--- src/rtl/dw_ahb_dmac_arb_grant_mi_if.sv ---
// Request/grant bundle between one master interface's request block, the
// channel grant logic and the AHB arbiter.
//   req_mi, req_mbiu, req_mbiu_exclude_current : masked channel requests
//   ch_lock                                    : per-channel CFG lock bit
//   hgrant, hready, xfer_done                  : bus status / burst completion
//   grant_mi, mask_lck_ch, hbusreq, hlock      : grant-side results
// master = grant block, slave = surrounding request/arbiter logic.
interface dw_ahb_dmac_arb_grant_mi_if #(
  parameter int unsigned NUM_CH = 8
);
  logic [NUM_CH-1:0] req_mi;
  logic              req_mbiu;
  logic              req_mbiu_exclude_current;
  logic [NUM_CH-1:0] ch_lock;
  logic              hgrant;
  logic              hready;
  logic              xfer_done;
  logic [NUM_CH-1:0] grant_mi;
  logic [NUM_CH-1:0] mask_lck_ch;
  logic              hbusreq;
  logic              hlock;

  modport master (
    input  req_mi, req_mbiu, req_mbiu_exclude_current, ch_lock,
    input  hgrant, hready, xfer_done,
    output grant_mi, mask_lck_ch, hbusreq, hlock
  );

  modport slave (
    output req_mi, req_mbiu, req_mbiu_exclude_current, ch_lock,
    output hgrant, hready, xfer_done,
    input  grant_mi, mask_lck_ch, hbusreq, hlock
  );
endinterface

--- src/rtl/dw_ahb_dmac_arb_grant_mi.sv ---
// Grant side of one master interface's request path: runs the AHB
// hbusreq/hgrant handshake, picks a channel round-robin, drives grant_mi and
// keeps channel-lock state (mask_lck_ch, hlock).
// Ports:
//   hclk, hresetn : clock, asynchronous active-low reset
//   bus           : request/grant bundle (master modport); all outputs registered
module dw_ahb_dmac_arb_grant_mi #(
  parameter int unsigned NUM_CH = 8,
  parameter int unsigned CH_W   = 3
) (
  input  logic                              hclk,
  input  logic                              hresetn,
  dw_ahb_dmac_arb_grant_mi_if.master        bus
);

  localparam logic [1:0] IDLE   = 2'd0;
  localparam logic [1:0] BUSREQ = 2'd1;
  localparam logic [1:0] OWN    = 2'd2;

  logic [1:0]        state_q,   state_nxt;
  logic [NUM_CH-1:0] grant_q,   grant_nxt;
  logic [NUM_CH-1:0] mask_q,    mask_nxt;
  logic              busreq_q,  busreq_nxt;
  logic              hlock_q,   hlock_nxt;
  logic [CH_W-1:0]   last_q,    last_nxt;
  logic [CH_W-1:0]   cur_q,     cur_nxt;

  logic [NUM_CH-1:0] cand;
  logic [CH_W-1:0]   idx;
  logic [CH_W-1:0]   win_idx;
  logic              win_found;
  logic              locked;
  logic              takeaway;
  logic              remain;

  // Round-robin search starting just above the last winner, wrapping.
  always_comb begin
    cand      = bus.req_mi & ~mask_q;
    idx       = '0;
    win_idx   = '0;
    win_found = 1'b0;
    for (int unsigned i = 1; i <= NUM_CH; i++) begin
      idx = CH_W'((32'(last_q) + i) % NUM_CH);
      if (!win_found && cand[idx]) begin
        win_found = 1'b1;
        win_idx   = idx;
      end
    end
  end

  // State register and registered outputs.
  always_ff @(posedge hclk or negedge hresetn) begin
    if (!hresetn) begin
      state_q  <= IDLE;
      grant_q  <= '0;
      mask_q   <= '0;
      busreq_q <= 1'b0;
      hlock_q  <= 1'b0;
      last_q   <= CH_W'(NUM_CH - 1);
      cur_q    <= '0;
    end else begin
      state_q  <= state_nxt;
      grant_q  <= grant_nxt;
      mask_q   <= mask_nxt;
      busreq_q <= busreq_nxt;
      hlock_q  <= hlock_nxt;
      last_q   <= last_nxt;
      cur_q    <= cur_nxt;
    end
  end

  // Next-state and next-output logic.
  always_comb begin
    state_nxt  = state_q;
    grant_nxt  = grant_q;
    mask_nxt   = mask_q;
    busreq_nxt = busreq_q;
    hlock_nxt  = hlock_q;
    last_nxt   = last_q;
    cur_nxt    = cur_q;
    locked     = bus.ch_lock[cur_q];
    takeaway   = bus.hready & ~bus.hgrant;
    remain     = 1'b0;

    case (state_q)
      IDLE: begin
        if (bus.req_mbiu) begin
          busreq_nxt = 1'b1;
          state_nxt  = BUSREQ;
        end
      end

      BUSREQ: begin
        if (!bus.req_mbiu) begin
          // Withdrawal wins over a simultaneous grant; drop any stale lock.
          busreq_nxt = 1'b0;
          mask_nxt   = '0;
          hlock_nxt  = 1'b0;
          state_nxt  = IDLE;
        end else if (bus.hgrant && bus.hready && win_found) begin
          grant_nxt = NUM_CH'(1) << win_idx;
          hlock_nxt = bus.ch_lock[win_idx];
          cur_nxt   = win_idx;
          state_nxt = OWN;
        end
      end

      OWN: begin
        if (bus.xfer_done) begin
          last_nxt = cur_q;
          if (locked) begin
            mask_nxt  = ~grant_q;
            hlock_nxt = 1'b1;
          end else begin
            mask_nxt  = '0;
            hlock_nxt = 1'b0;
          end
          // A locked channel keeps the grant unless the bus is also taken away.
          if (takeaway || !locked) begin
            grant_nxt = '0;
            remain    = locked ? bus.req_mbiu : bus.req_mbiu_exclude_current;
            if (remain) begin
              state_nxt = BUSREQ;
            end else begin
              busreq_nxt = 1'b0;
              mask_nxt   = '0;
              hlock_nxt  = 1'b0;
              state_nxt  = IDLE;
            end
          end
        end else if (takeaway) begin
          grant_nxt = '0;
          state_nxt = BUSREQ;
        end
      end

      default: begin
        grant_nxt  = '0;
        mask_nxt   = '0;
        busreq_nxt = 1'b0;
        hlock_nxt  = 1'b0;
        state_nxt  = IDLE;
      end
    endcase
  end

  assign bus.grant_mi    = grant_q;
  assign bus.mask_lck_ch = mask_q;
  assign bus.hbusreq     = busreq_q;
  assign bus.hlock       = hlock_q;

endmodule

--- src/flat_wrapper.sv ---
// flat-port wrapper written by rule: the top's interface ports become plain ports
module dw_ahb_dmac_arb_grant_mi_flat 
#(
  parameter int unsigned NUM_CH = 8,
  parameter int unsigned CH_W   = 3
)
  (hclk, hresetn, bus_req_mi, bus_req_mbiu, bus_req_mbiu_exclude_current, bus_ch_lock, bus_hgrant, bus_hready, bus_xfer_done, bus_grant_mi, bus_mask_lck_ch, bus_hbusreq, bus_hlock);
  dw_ahb_dmac_arb_grant_mi_if #(.NUM_CH(NUM_CH)) bus_i ();
  input  logic hclk;
  input  logic hresetn;
  input wire logic [$bits(bus_i.req_mi)-1:0] bus_req_mi;
  input wire logic [$bits(bus_i.req_mbiu)-1:0] bus_req_mbiu;
  input wire logic [$bits(bus_i.req_mbiu_exclude_current)-1:0] bus_req_mbiu_exclude_current;
  input wire logic [$bits(bus_i.ch_lock)-1:0] bus_ch_lock;
  input wire logic [$bits(bus_i.hgrant)-1:0] bus_hgrant;
  input wire logic [$bits(bus_i.hready)-1:0] bus_hready;
  input wire logic [$bits(bus_i.xfer_done)-1:0] bus_xfer_done;
  output wire logic [$bits(bus_i.grant_mi)-1:0] bus_grant_mi;
  output wire logic [$bits(bus_i.mask_lck_ch)-1:0] bus_mask_lck_ch;
  output wire logic [$bits(bus_i.hbusreq)-1:0] bus_hbusreq;
  output wire logic [$bits(bus_i.hlock)-1:0] bus_hlock;
  assign bus_i.req_mi = bus_req_mi;
  assign bus_i.req_mbiu = bus_req_mbiu;
  assign bus_i.req_mbiu_exclude_current = bus_req_mbiu_exclude_current;
  assign bus_i.ch_lock = bus_ch_lock;
  assign bus_i.hgrant = bus_hgrant;
  assign bus_i.hready = bus_hready;
  assign bus_i.xfer_done = bus_xfer_done;
  assign bus_grant_mi = bus_i.grant_mi;
  assign bus_mask_lck_ch = bus_i.mask_lck_ch;
  assign bus_hbusreq = bus_i.hbusreq;
  assign bus_hlock = bus_i.hlock;
  dw_ahb_dmac_arb_grant_mi #(.NUM_CH(NUM_CH), .CH_W(CH_W)) u_core (.hclk(hclk), .hresetn(hresetn), .bus(bus_i));
endmodule
--- config.mk ---
export PLATFORM = sky130hd
export DESIGN_NAME = dw_ahb_dmac_arb_grant_mi_flat
export DESIGN_NICKNAME = d
export VERILOG_FILES = /design/src/rtl/dw_ahb_dmac_arb_grant_mi_if.sv /design/src/rtl/dw_ahb_dmac_arb_grant_mi.sv /design/src/flat_wrapper.sv
export SDC_FILE = /design/constraint.sdc
export NUM_CORES = 1
export LEC_CHECK = 0
export ABC_AREA = 1
export CAP_MARGIN = 30
export CORE_MARGIN = 5
export CORE_UTILIZATION = 52
export DETAILED_ROUTE_END_ITERATION = 8
export GPL_ROUTABILITY_DRIVEN = 0
export GPL_TIMING_DRIVEN = 0
export PLACE_DENSITY = 0.77
export SLEW_MARGIN = 20
export SYNTH_ARGS = -nofsm -noshare
export SYNTH_HDL_FRONTEND = slang
export SYNTH_SLANG_ARGS = --single-unit
export TNS_END_PERCENT = 100
--- constraint.sdc ---
create_clock -name hclk -period 3.4 [get_ports hclk]
set_clock_uncertainty 0.2 [all_clocks]
set_input_delay 0.68 -clock hclk [delete_from_list [all_inputs] [get_ports hclk]]
set_output_delay 0.68 -clock hclk [all_outputs]
set_load 0.05 [all_outputs]
Word-level counts from Yosys, hierarchy flattened:

Cells that the tools add are included.

* register bits after elaboration: 26
* word-level logic and storage cells: 140
* bits of input ports: 23

* add/subtract/negate cells: 8
* reduce and logical (&&, ||, !) cells: 26
* multiplexer cells: 70
* equality and inequality tests: 12
* shift-type cells: 1
* bitwise operators: 6
* magnitude comparators: 10

Operators with widths (number)
* 8-bit 2-to-1 mux: 10
* 8-bit one-hot mux with 3 select lines: 2
* 3-bit by 4-bit < comparator with 1-bit output (second input constant): 10
* 1-bit 2-to-1 mux: 31
* 1-bit binary-select mux with 3-bit select: 10
* 3-bit 2-to-1 mux: 8
* 8-bit NOT: 2
* 3-bit adder (second input constant): 4
* 2-bit 2-to-1 mux: 6
* 2-bit inequality test (second input constant): 5
* 5-bit AND reduction: 2
* 1-bit logical AND: 9
* 3-bit by 2-bit inequality test with 1-bit output (second input constant): 3
* 3-bit AND reduction: 3
* 8-bit AND: 1
* 1-bit logical NOT: 8
* 1-bit by 3-bit left shift with 8-bit output (first input constant): 1
* 3-bit by 1-bit adder with 3-bit output (second input constant): 2
* 3-bit by 2-bit adder with 3-bit output (second input constant): 2
* 1-bit one-hot mux with 3 select lines: 2
* 2-bit one-hot mux with 3 select lines: 1
* 2-bit by 1-bit inequality test with 1-bit output (second input constant): 2
* 4-bit AND reduction: 1
* 2-bit by 1-bit equality test with 1-bit output (second input constant): 1
* 6 further kinds: 7

Logic depth before layout (Yosys ltp):

* depth after elaboration: 31
* depth in mapped cells: 25
* gate-level depth less buffers: 23

Worst setup path before layout:

No wires, ideal clock.

* path type: register to register
* from: register u_core.last_q[1]
* to: register u_core.hlock_q (netlist: u_core.bus.hlock)
* buffers on the path: 2
* setup time: 0.118 ns
* stages on the path, launching flop included: 22
* period minus slack after synthesis: 3.094 ns
* data arrival time: 2.776 ns
* path slack: 0.306 ns
* cell sequence: dfstp_2 buf_2 inv_2 ha_1 buf_2 inv_1 nand3_1 nand3_2 nand2_2 nor2_4 nand4_2 nor2_4 nand3_2 nor2_2 o21bai_1 nand2_1 nand2_1 nand2_1 nand3_1 nand2_1 nand2_1 nand2_1

* longest elaborated chain between the ends: 30

RTL lines
* start, declared: line dw_ahb_dmac_arb_grant_mi.sv:25 `logic [CH_W-1:0] last_q, last_nxt;`
* start signal, assigned: line dw_ahb_dmac_arb_grant_mi.sv:59 `last_q <= CH_W'(NUM_CH - 1);`
* start signal, assigned: line dw_ahb_dmac_arb_grant_mi.sv:67 `last_q <= last_nxt;`
* 3-bit by 1-bit adder with 3-bit output: line dw_ahb_dmac_arb_grant_mi.sv:43 `idx = CH_W'((32'(last_q) + i) % NUM_CH);`
* 1-bit binary-select mux with 3-bit select: line dw_ahb_dmac_arb_grant_mi.sv:44 `if (!win_found && cand[idx]) begin`
* 1-bit 2-to-1 mux (not written as such): line dw_ahb_dmac_arb_grant_mi.sv:44
* 1-bit 2-to-1 mux: line dw_ahb_dmac_arb_grant_mi.sv:44
* 1-bit logical NOT: line dw_ahb_dmac_arb_grant_mi.sv:44
* 1-bit logical AND: line dw_ahb_dmac_arb_grant_mi.sv:44
* 1-bit 2-to-1 mux: line dw_ahb_dmac_arb_grant_mi.sv:44
* 1-bit logical NOT: line dw_ahb_dmac_arb_grant_mi.sv:44
* [... 14 more ...]
* 1-bit logical NOT: line dw_ahb_dmac_arb_grant_mi.sv:44
* 1-bit logical AND: line dw_ahb_dmac_arb_grant_mi.sv:44
* 3-bit 2-to-1 mux: line dw_ahb_dmac_arb_grant_mi.sv:44
* 1-bit binary-select mux with 3-bit select: line dw_ahb_dmac_arb_grant_mi.sv:102 `hlock_nxt = bus.ch_lock[win_idx];`
* 1-bit 2-to-1 mux (not written as such): line dw_ahb_dmac_arb_grant_mi.sv:102
* 1-bit 2-to-1 mux: line dw_ahb_dmac_arb_grant_mi.sv:100 `end else if (bus.hgrant && bus.hready && win_found) begin`
* 1-bit 2-to-1 mux: line dw_ahb_dmac_arb_grant_mi.sv:94 `if (!bus.req_mbiu) begin`
* 1-bit one-hot mux with 3 select lines: line dw_ahb_dmac_arb_grant_mi.sv:85 `case (state_q)`
* end signal, assigned: line dw_ahb_dmac_arb_grant_mi.sv:66 `hlock_q <= hlock_nxt;`
* end, declared: line dw_ahb_dmac_arb_grant_mi.sv:24 `logic hlock_q, hlock_nxt;`

Parallel ways exist; a longest one is shown, timed or not. The select of a mux whose other input is x is not followed.
A chain may end at the register's enable or synchronous reset.

Final worst setup path:

* from: register u_core.last_q[0]
* to: register u_core.hlock_q (netlist: u_core.bus.hlock)

Same word-level chain as after synthesis.

==> run metrics <==
final clock period utilization by the worst path 93.7%; clock tree from TritonCTS done; Critical Path RT 3370 ps; area share of the largest cell type after synthesis 27.3%; placed cell count 397; count of input and output buffers 40; distinct cell type count after synthesis 33; top cell type by total area after synthesis sky130_fd_sc_hd__dfrtp_1; placement row count 23; number of setup violations in the final report 0; mapped cell area 0.00211 sq mm; number of flops mapped to enable cells by yosys 0; via count of the first global-routing pass 2047; synthesized flop and latch total 26; Bufs on Longest Clock Path 2; fmax 314 MHz; Mapped Cells 307; floorplan die width 73.7 um; final hold violation count 0; final non-filler cell total 404; total number of vias 2205; most frequent standard cell in the layout excluding fill and tap cells sky130_fd_sc_hd__nand2_1; sequential fraction of the synthesis area 31.0%; FFs w/ async S/R, synth 100%; ranking of synthesized cells by area sky130_fd_sc_hd__dfrtp_1, sky130_fd_sc_hd__nand2_1, sky130_fd_sc_hd__nand3_1, sky130_fd_sc_hd__inv_1, sky130_fd_sc_hd__o21ai_0; Post-Synth XOR/XNOR Area 3.03%; count of routing violations after the opening detailed-route iteration 171; setup total negative slack 0 ps; Yosys Warn Count 0; post-route ant nets 0; worst max-slew margin expressed relative to the limit 61.9%; hold slack final 189 ps; area enclosed by the die boundary 0.00543 sq mm; most frequent cells in the layout sky130_fd_sc_hd__nand2_1, sky130_fd_sc_hd__inv_1, sky130_fd_sc_hd__nand3_1; CP Max Fanout 10; mean cell area of the mapped netlist 6.87 sq um; total routing resource utilization after global routing 21.3%; Clock transition at path regs 90 ps; hpwl dp 4180 um; minimum clock period 3190 ps; share of synthesized cell area in and, or, nand and nor gates 38.3%; final routed wire length divided by cell count 13.0 um; cell area reported after detailed placement 0.00257 sq mm; final-layout fill cell count 378; antenna violations before repair 0; min-delay worst type input pin to async pin; kind of start point of the critical path register; post-synthesis adder-cell area fraction 3.56%; number of vias per cell after detailed routing 5.46; IO Count 41; total CTS buffers 3; GR Overflow Total 0; antenna diode count 0; depth of the CTS H-tree 1; drt total wl 5240 um; status completed; proportion of layout cells with a drive suffix above 1 13.6%; synthesized-area fraction occupied by ao, oa, aoi and oai cells 12.8%; core box area 0.00397 sq mm; number of nets in the final layout 384; critical path endpoint category register; number of max-slew violations in the final report 0; Max-Cap Viols 0; die outline height 73.7 um; Pre-Repair DR Iteration Count 5; number of nets in the synthesized netlist 336; first-pass GRT wire length 9080 um; CP Class register to register; Data arrival, critical path 3160 ps; largest net degree at the start of global routing 27; main combinational cell family by area after synthesis simple AND/OR/NAND/NOR gates; proportion of synthesized area in mux cells 0.534%; area grow syn2layout 26.6%; Worst-Margin Slew 571 ps; final non-filler cell area 0.00267 sq mm; CTS sink count 26; clock tree root buffer cell sky130_fd_sc_hd__clkbuf_8; clock latency at the later pin of the worst-skew pair 270 ps; number of DRC violations after detailed routing 0; Starting Density 53.1%; Synth Flop Type sky130_fd_sc_hd__dfrtp_1
## repair_timing
action / CTS / global route
endpoints found under the hold margin: 0 / 0
setup endpoints to repair: 4 / 8
pin swaps: 0 / 6
buffers inserted: 1 / 3
gates resized for setup: 0 / 8
hold buffers: 0 / 0
## flip-flops by register name (all words and copies together) (netlist names)
signal	count
u_core.bus.grant_mi	8
u_core.bus.hlock	1
u_core.cur_q	3
u_core.bus.mask_lck_ch	8
u_core.state_q	2
u_core.last_q	3
u_core.bus.hbusreq	1
## kinds of logic after synthesis
kind of cell / count (synthesis)
AO/OA/AOI/OAI: 45
AND/OR/NAND/NOR: 169
flip-flops: 26
multiplexers: 1
buffers and inverters: 57
XOR/XNOR: 3
adder cells (fa/ha/maj): 6
## critical path, cell delays in order (launching register included)
cell,delay (ps)
sky130_fd_sc_hd__dfstp_2,570
sky130_fd_sc_hd__inv_4,70
sky130_fd_sc_hd__ha_1,290
sky130_fd_sc_hd__clkbuf_4,200
sky130_fd_sc_hd__inv_4,90
sky130_fd_sc_hd__nand3_1,120
sky130_fd_sc_hd__nand3_2,110
sky130_fd_sc_hd__nand2_2,90
sky130_fd_sc_hd__nor2_4,140
sky130_fd_sc_hd__nand2_1,90
sky130_fd_sc_hd__nor2_2,150
sky130_fd_sc_hd__nor2_1,50
sky130_fd_sc_hd__nor2_1,130
sky130_fd_sc_hd__nand3_2,150
sky130_fd_sc_hd__nand2_4,130
sky130_fd_sc_hd__nand2_1,60
sky130_fd_sc_hd__nand2_1,50
sky130_fd_sc_hd__nand2_1,40
sky130_fd_sc_hd__nand2_1,80
sky130_fd_sc_hd__nand2_1,50
sky130_fd_sc_hd__nand3_1,70
sky130_fd_sc_hd__nand2_1,60
sky130_fd_sc_hd__nand2_1,50
sky130_fd_sc_hd__nand2_1,40
## layer usage
| metal | track usage, % | up-vias | routed length [um] |
|---|---|---|---|
| li1 | - | 1110 | - |
| met1 | 28.4 | 992 | 2380 |
| met2 | 34.2 | 87 | 2360 |
| met4 | 7.44 | 0 | 117 |
| met3 | 4.38 | 16 | 385 |
| met5 | 0 | - | 0 |
## final timing paths
| check | startpoint | endpoint | slack [ps] | cells past startpoint |
|---|---|---|---|---|
| max | u_core.last_q[0]$_DFFE_PN1P_ | u_core.bus.hlock$_DFFE_PN0P_ | 210 | 23 |
| min | hresetn | u_core.bus.mask_lck_ch[5]$_DFFE_PN0P_ | 190 | 1 |
| max reg2reg | u_core.last_q[0]$_DFFE_PN1P_ | u_core.bus.hlock$_DFFE_PN0P_ | 210 | 23 |
| min reg2reg | u_core.bus.hbusreq$_DFFE_PN0P_ | u_core.bus.hbusreq$_DFFE_PN0P_ | 290 | 2 |
| max in group asynchronous | hresetn | u_core.last_q[2]$_DFFE_PN1P_ | 2430 | 1 |
| min in group hclk | u_core.bus.hbusreq$_DFFE_PN0P_ | u_core.bus.hbusreq$_DFFE_PN0P_ | 290 | 2 |
## metrics by stage
step / utilization, % / setup slack, ps
2_1_floorplan: - / 306
3_3_place_gp: 64.7 / -58.5
3_5_place_dp: 64.6 / -105
4_1_cts: 66.1 / 101
5_1_grt: 67.2 / -50.1
6_report: 67.2 / 213
## synth_stat cells, drive strengths merged, types with 3 or more instances
master,number
nand2,78
inv,52
nand3,51
nor2,26
dfrtp,23
o21ai,21
o22ai,14
ha,6
a21oi,5
nand4,5
buf,4
nand3b,4
nor3,4
dfstp,3
xnor2,3
## cell type report
type | count | area [sq um] | area share [%]
Multi-Input combinational cell | 224 | 1240 | 46.5
Tap cell | 50 | 62.6 | 2.34
Timing Repair Buffer | 44 | 425 | 15.9
Sequential cell | 26 | 654 | 24.5
Clock buffer | 4 | 55.1 | 2.06
Buffer | 4 | 30.0 | 1.12
Inverter | 52 | 200 | 7.50
Power is not shown: default switching activity piles up to over one toggle a cycle in this logic, so the estimate is an artifact.
